$ cat config.mk
export PLATFORM = sky130hd
export DESIGN_NAME = jtcontra_snd_mailbox
export DESIGN_NICKNAME = d
export VERILOG_FILES = /design/src/rtl/jtcontra_snd_mailbox_pkg.sv /design/src/rtl/jtcontra_snd_fifo.sv /design/src/rtl/jtcontra_snd_mailbox.sv
export SDC_FILE = /design/constraint.sdc
export NUM_CORES = 1
export LEC_CHECK = 0
export ABC_CLOCK_PERIOD_IN_PS = 5400
export BUFFER_PORTS_ARGS = -buffer_cell sky130_fd_sc_hd__clkbuf_2
export CORE_ASPECT_RATIO = 1.5
export CORE_UTILIZATION = 60
export DETAILED_ROUTE_END_ITERATION = 10
export HOLD_SLACK_MARGIN = 0.08
export PLACE_DENSITY = 0.8
export SETUP_SLACK_MARGIN = 0.4
export SLEW_MARGIN = 0
export SYNTH_ARGS = -nofsm -noshare
export SYNTH_HDL_FRONTEND = slang
export SYNTH_SLANG_ARGS = --single-unit
$ cat constraint.sdc
create_clock -name clk -period 5.4 [get_ports clk]
set_input_delay 0.81 -clock clk [delete_from_list [all_inputs] [get_ports clk]]
set_output_delay 0.81 -clock clk [all_outputs]
set_load 0.02 [all_outputs]
$ cat src/rtl/jtcontra_snd_mailbox_pkg.sv
// rtl/jtcontra_snd_mailbox_pkg.sv - shared types and constants for the sound command mailbox
// Contents:
//   mbx_state_t  sound-side IRQ handshake state (idle / IRQ pending / being serviced)
//   MBX_EMPTY    value shown on the sound data bus before any command was queued
//   mbx_aw()     queue pointer width for a given depth (at least 1 bit)

package jtcontra_snd_mailbox_pkg;

    typedef enum logic [1:0] {
        MBX_IDLE = 2'd0,
        MBX_PEND = 2'd1,
        MBX_SERV = 2'd2
    } mbx_state_t;

    localparam logic [7:0] MBX_EMPTY = 8'hFF;

    function automatic int mbx_aw(input int depth);
        return (depth > 1) ? $clog2(depth) : 1;
    endfunction

endpackage

$ cat src/rtl/jtcontra_snd_fifo.sv
// rtl/jtcontra_snd_fifo.sv - command queue storage, pointers and occupancy
// Ports:
//   clk, rst      system clock, synchronous active-high reset
//   push, din     write din this clk (overwrites newest entry when full and not popping)
//   pop           drop the head entry this clk (ignored when empty)
//   level         number of queued entries
//   nonempty_nxt  queue holds at least one entry after this clk
//   head_nxt      head entry as it will be after this clk
//   overwrite     this clk's push replaced the newest entry

module jtcontra_snd_fifo #(
    parameter int DEPTH = 4,
    parameter int AW    = 2
) (
    input  logic          clk,
    input  logic          rst,
    input  logic          push,
    input  logic [7:0]    din,
    input  logic          pop,
    output logic [AW:0]   level,
    output logic          nonempty_nxt,
    output logic [7:0]    head_nxt,
    output logic          overwrite
);

    localparam logic [AW:0]   FULL = (AW+1)'(DEPTH);
    localparam logic [AW-1:0] LAST = AW'(DEPTH - 1);

    // Sized to the pointer range so indexing is always in bounds; with
    // DEPTH=1 only entry 0 is ever addressed.
    logic [7:0]    mem [2**AW];
    logic [AW-1:0] wr_ptr, rd_ptr, rd_nxt, wr_idx;
    logic          pop_ok, wr_adv;

    // Pointers wrap modulo DEPTH, which also covers DEPTH=1 where AW is 1.
    function automatic logic [AW-1:0] ptr_inc(input logic [AW-1:0] p);
        return (p == LAST) ? '0 : p + 1'b1;
    endfunction

    function automatic logic [AW-1:0] ptr_dec(input logic [AW-1:0] p);
        return (p == '0) ? LAST : p - 1'b1;
    endfunction

    always_comb begin
        pop_ok       = pop && (level != '0);
        // A pop in the same clk frees a slot, so a full queue is only
        // overwritten when nothing leaves it.
        overwrite    = push && (level == FULL) && !pop_ok;
        wr_adv       = push && !overwrite;
        wr_idx       = overwrite ? ptr_dec(wr_ptr) : wr_ptr;
        rd_nxt       = pop_ok ? ptr_inc(rd_ptr) : rd_ptr;
        head_nxt     = (push && (wr_idx == rd_nxt)) ? din : mem[rd_nxt];
        nonempty_nxt = push || (level > (AW+1)'(pop_ok));
    end

    always_ff @(posedge clk) begin
        if (rst) begin
            wr_ptr <= '0;
            rd_ptr <= '0;
            level  <= '0;
        end else begin
            rd_ptr <= rd_nxt;
            if (wr_adv) begin
                wr_ptr <= ptr_inc(wr_ptr);
            end
            if (wr_adv && !pop_ok) begin
                level <= level + 1'b1;
            end else if (!wr_adv && pop_ok) begin
                level <= level - 1'b1;
            end
        end
    end

    always_ff @(posedge clk) begin
        if (push) begin
            mem[wr_idx] <= din;
        end
    end

endmodule

$ cat src/rtl/jtcontra_snd_mailbox.sv
// rtl/jtcontra_snd_mailbox.sv - main-to-sound CPU command mailbox with IRQ handshake
// Ports:
//   clk, rst     system clock, synchronous active-high reset
//   main_latch   command byte from the main CPU
//   main_irq     command strobe from the main CPU; each rising edge queues main_latch
//   snd_cen      sound CPU clock enable qualifying snd_rd / snd_ack
//   snd_rd       sound CPU read of the latch; releases the head entry
//   snd_ack      sound CPU IRQ acknowledge
//   snd_dout     head command byte (holds the last popped byte when empty)
//   snd_irqn     sound CPU IRQ, active low
//   level        queued entries
//   overflow     sticky: a command arrived while the queue was full

module jtcontra_snd_mailbox
    import jtcontra_snd_mailbox_pkg::*;
#(
    parameter  int DEPTH = 4,
    localparam int AW    = mbx_aw(DEPTH)
) (
    input  logic        clk,
    input  logic        rst,
    input  logic [7:0]  main_latch,
    input  logic        main_irq,
    input  logic        snd_cen,
    input  logic        snd_rd,
    input  logic        snd_ack,
    output logic [7:0]  snd_dout,
    output logic        snd_irqn,
    output logic [AW:0] level,
    output logic        overflow
);

    mbx_state_t state, state_nxt;
    logic       irq_l, push, pop, nonempty_nxt, overwrite;
    logic [7:0] head_nxt;

    assign push = main_irq & ~irq_l;

    jtcontra_snd_fifo #(
        .DEPTH (DEPTH),
        .AW    (AW)
    ) u_fifo (
        .clk          (clk),
        .rst          (rst),
        .push         (push),
        .din          (main_latch),
        .pop          (pop),
        .level        (level),
        .nonempty_nxt (nonempty_nxt),
        .head_nxt     (head_nxt),
        .overwrite    (overwrite)
    );

    always_ff @(posedge clk) begin
        if (rst) begin
            irq_l    <= 1'b0;
            state    <= MBX_IDLE;
            snd_dout <= MBX_EMPTY;
            overflow <= 1'b0;
        end else begin
            irq_l <= main_irq;
            state <= state_nxt;
            // Registering the post-update head gives one clk from push or
            // pop to the new byte on snd_dout; when the queue drains the
            // last popped byte stays visible.
            if (nonempty_nxt) begin
                snd_dout <= head_nxt;
            end
            if (overwrite) begin
                overflow <= 1'b1;
            end
        end
    end

    // Only IDLE->PEND ignores snd_cen, so a queued command raises the IRQ
    // even while the sound CPU is stalled.
    always_comb begin
        state_nxt = state;
        snd_irqn  = 1'b1;
        pop       = 1'b0;
        case (state)
            MBX_IDLE: begin
                if (level != '0) begin
                    state_nxt = MBX_PEND;
                end
            end
            MBX_PEND: begin
                snd_irqn = 1'b0;
                if (snd_cen && snd_ack) begin
                    state_nxt = MBX_SERV;
                end else if (snd_cen && snd_rd) begin
                    pop       = 1'b1;
                    state_nxt = nonempty_nxt ? MBX_PEND : MBX_IDLE;
                end
            end
            MBX_SERV: begin
                if (snd_cen && snd_rd) begin
                    pop       = 1'b1;
                    state_nxt = nonempty_nxt ? MBX_PEND : MBX_IDLE;
                end
            end
            default: state_nxt = MBX_IDLE;
        endcase
    end

endmodule

==> summary.md <==
| Metric | Value |
|---|---|
| Status | `completed` |
| Hold Violations, Final | `0` |
| Internal power | `roughly 0.00070 W` |
| Boundary Pins | `27` |
| Chip height | `between 70 and 80 um` |
| Net load switching power | `between 0.0002 and 0.0003 W` |
| Min-delay worst type | `flip-flop to flip-flop` |
| Synth area leaders | `edfxtp_1, dfxtp_1, a21oi_1, nand2_1, ha_1` |
| Pre-antenna DRT Iters | `4` |
| Setup TNS | `0 ps` |
| First-pass GRT wire length | `6840 um` |
| Layout cells sized above 1 | `0.178` |
| Period utilization | `0.593` |
| Clock buffer count from CTS | `5` |
| Seq/Total Area, Yosys | `0.579` |
| LEAKAGE | `roughly 1.1 nW` |
| I/O Buffers | `26` |
| CTS tree | `built` |
| Layout Skew | `a little over 5 ps` |
| Ant diodes | `0` |
| Async SR Flop Fraction | `0` |
| Post-route DRC violation count | `0` |
| Post-CTS sizing | `0` |
| Worst-margin pin slew | `roughly 1100 ps` |
| Comb pwr share | `0.185` |
| Filler instances | `between 200 and 300` |
| Row cnt | `27` |
| Critical path fanouts, max | `8` |
| CTS H-tree lvls | `2` |
| Clk root buf | `clkbuf_8` |
| Area of the multi-input gates | `910 sq um` |
| Fmax | `approximately 310 MHz` |
| Synth unique cells | `34` |
| NumNets Final | `265` |
| Critical path class | `flip-flop to flip-flop` |
| Clock Latency Late Sink | `between 300 and 400 ps` |
| Setup crit end kind | `flip-flop` |
| Largest net degree at the start of global routing | `19` |
| Initial core utilization | `0.630` |
| Via count of the first global-routing pass | `1499` |
| Type of origin of the critical path | `flip-flop` |
| Drt total wl | `4320 um` |
| Syn Area/Cell | `between 10 and 15 sq um` |
| Sequential power share | `0.491` |
| Vias | `between 1500 and 2000` |
| Register bit count reported by yosys | `51` |
| Most frequent cells in the layout | `edfxtp_1, nand2_1, clkbuf_2, a21oi_1, nor2_1` |
| Hold_buf cts | `0` |
| VDD IR-drop max | `between 0.2 and 0.3 mV` |
| RSZ-0062 raised after global routing | `false` |
| Ys flop type | `edfxtp_1` |
| Clock transition at path regs | `roughly 90 ps` |
| Mapped Cells | `210` |
| GRT overflow | `0` |
| Post-Syn Area | `~2300 sq um` |
| CTS sink count | `51` |
| Core ar. | `3680 sq um` |
| Final Total Pwr | `between 0.0009 and 0.001 W` |
| Area growth syn-to-layout | `13.7%` |
| Max-slew headroom | `0.230` |
| Endpoints failing setup | `0` |
| Routed Antenna Nets | `0` |
| Die width | `roughly 53 um` |
| Post-DP HPWL | `~3100 um` |
| Critical path required time | `approximately 5300 ps` |
| Share of the synthesized area in the top cell type | `0.414` |
| Arrival time worst endpoint | `3130 ps` |
| Fin crit period | `approximately 3200 ps` |
| Final GP Congestion | `~0.91` |
| Drt wl/cell | `15.2 um` |
| Clock power share | `0.324` |
| Post-synth EDFFs | `32` |
| Vias per cell | `roughly 5.8` |
| Max Slew Vio Count | `0` |
| Initial DRC count | `47` |
| Max clock buf depth | `2` |
| Net Sw Frac | `0.266` |
| Total Routing Usage GR | `0.236` |
| Die area | `~4100 sq um` |
| Most common cell after layout, fill and taps aside | `edfxtp_1` |
| Max Cap Viol | `0` |
| Largest area contributor in the netlist | `edfxtp_1` |
| Mapped Nets | `approximately 230` |
| Initial antenna violation count | `0` |
| PwrDens | `roughly 360 nW/um^2` |
| Register area | `around 1300 sq um` |
| # Post-CTS Setup Buffers | `0` |
| YS warnings | `0` |
## cells in the mapped netlist, drive strengths merged, types with 2 or more instances
| cell type | instances |
|---|---|
| inv | 10 |
| dfxtp | 19 |
| nand2b | 2 |
| mux2i | 11 |
| mux2 | 2 |
| a32oi | 8 |
| nand2 | 31 |
| or4 | 2 |
| nand3 | 2 |
| nor2b | 2 |
| xor2 | 2 |
| edfxtp | 32 |
| nor3 | 4 |
| clkbuf | 4 |
| buf | 2 |
| o21ai | 6 |
| a21oi | 25 |
| and2 | 2 |
| nor2 | 21 |
| or3 | 3 |
| and3 | 4 |
| ha | 9 |
## flip-flops by register name (all words and copies together), names as in the netlist
signal         flops
u_fifo.level       3
state              2
irq_l              1
u_fifo.wr_ptr      2
u_fifo.rd_ptr      2
snd_dout           8
u_fifo.mem        32
overflow           1
## power groups by stage
stage	sequential [W]	clock, W	combinational, W
final	0.000466	0.000308	0.000176
after global routing	0.000471	0.000320	0.000195
after CTS	0.000466	0.000310	0.000177
after detailed placement	0.000474	0	0.000176
after global placement	0.000474	0	0.000174
after floorplan	0.000489	0	0.000107
## logic make-up after synthesis
family,count (synthesis),share of synthesized area
fa+ha+maj,10,0.0572
mux,13,0.0588
flops,51,0.579
simple gates,74,0.146
compound gates,44,0.123
buf+inv,16,0.0291
xor+xnor,2,0.00756
## worst max-delay path, stage by stage (launching register included)
cell     delay, ps
dfxtp_1        430
inv_1           90
ha_1           290
and3_1         180
o211a_1        200
or4_4          530
and2_2         190
nor3_1         910
## cell type report
class,count,area share
inverter,10,0.0142
timing repair buffer,30,0.0608
tap,43,0.0204
clock buffer,6,0.0275
multi-input combinational,143,0.345
clock inverter,2,0.0228
sequential,51,0.509
## through the flow
| step | std cells | utilization | cell area (sq um) | setup slack, ps | hold WS (ps) |
|---|---|---|---|---|---|
| after floorplan | 210 | - | 2320 | 2460 | 453 |
| after global placement | 277 | 0.680 | 2500 | 2090 | 451 |
| after detailed placement | 277 | 0.680 | 2500 | 2030 | 457 |
| after CTS | 285 | 0.716 | 2640 | 2230 | 479 |
| after global routing | 285 | 0.716 | 2640 | 2020 | 518 |
| final | 285 | 0.716 | 2640 | 2200 | 472 |
## metal layers
layer	wire length, um	global-route usage
met1	1740	0.267
met2	2340	0.411
met3	165	0.0523
met4	77	0.100
met5	0	0
## path summary, 6_finish.rpt
kind | start | to | slack [ps] | depth (start not counted)
worst max register to register | state[0]$_SDFFE_PP0P_ | u_fifo.mem[2][7]$_DFFE_PP_ | 2200 | 7
worst min register to register | overflow$_SDFFE_PP0N_ | overflow$_SDFFE_PP0N_ | 470 | 2
worst max-delay path | state[0]$_SDFFE_PP0P_ | u_fifo.mem[2][7]$_DFFE_PP_ | 2200 | 7
worst min-delay path | overflow$_SDFFE_PP0N_ | overflow$_SDFFE_PP0N_ | 470 | 2
No activity file was read; power rests on OpenSTA's default activity.
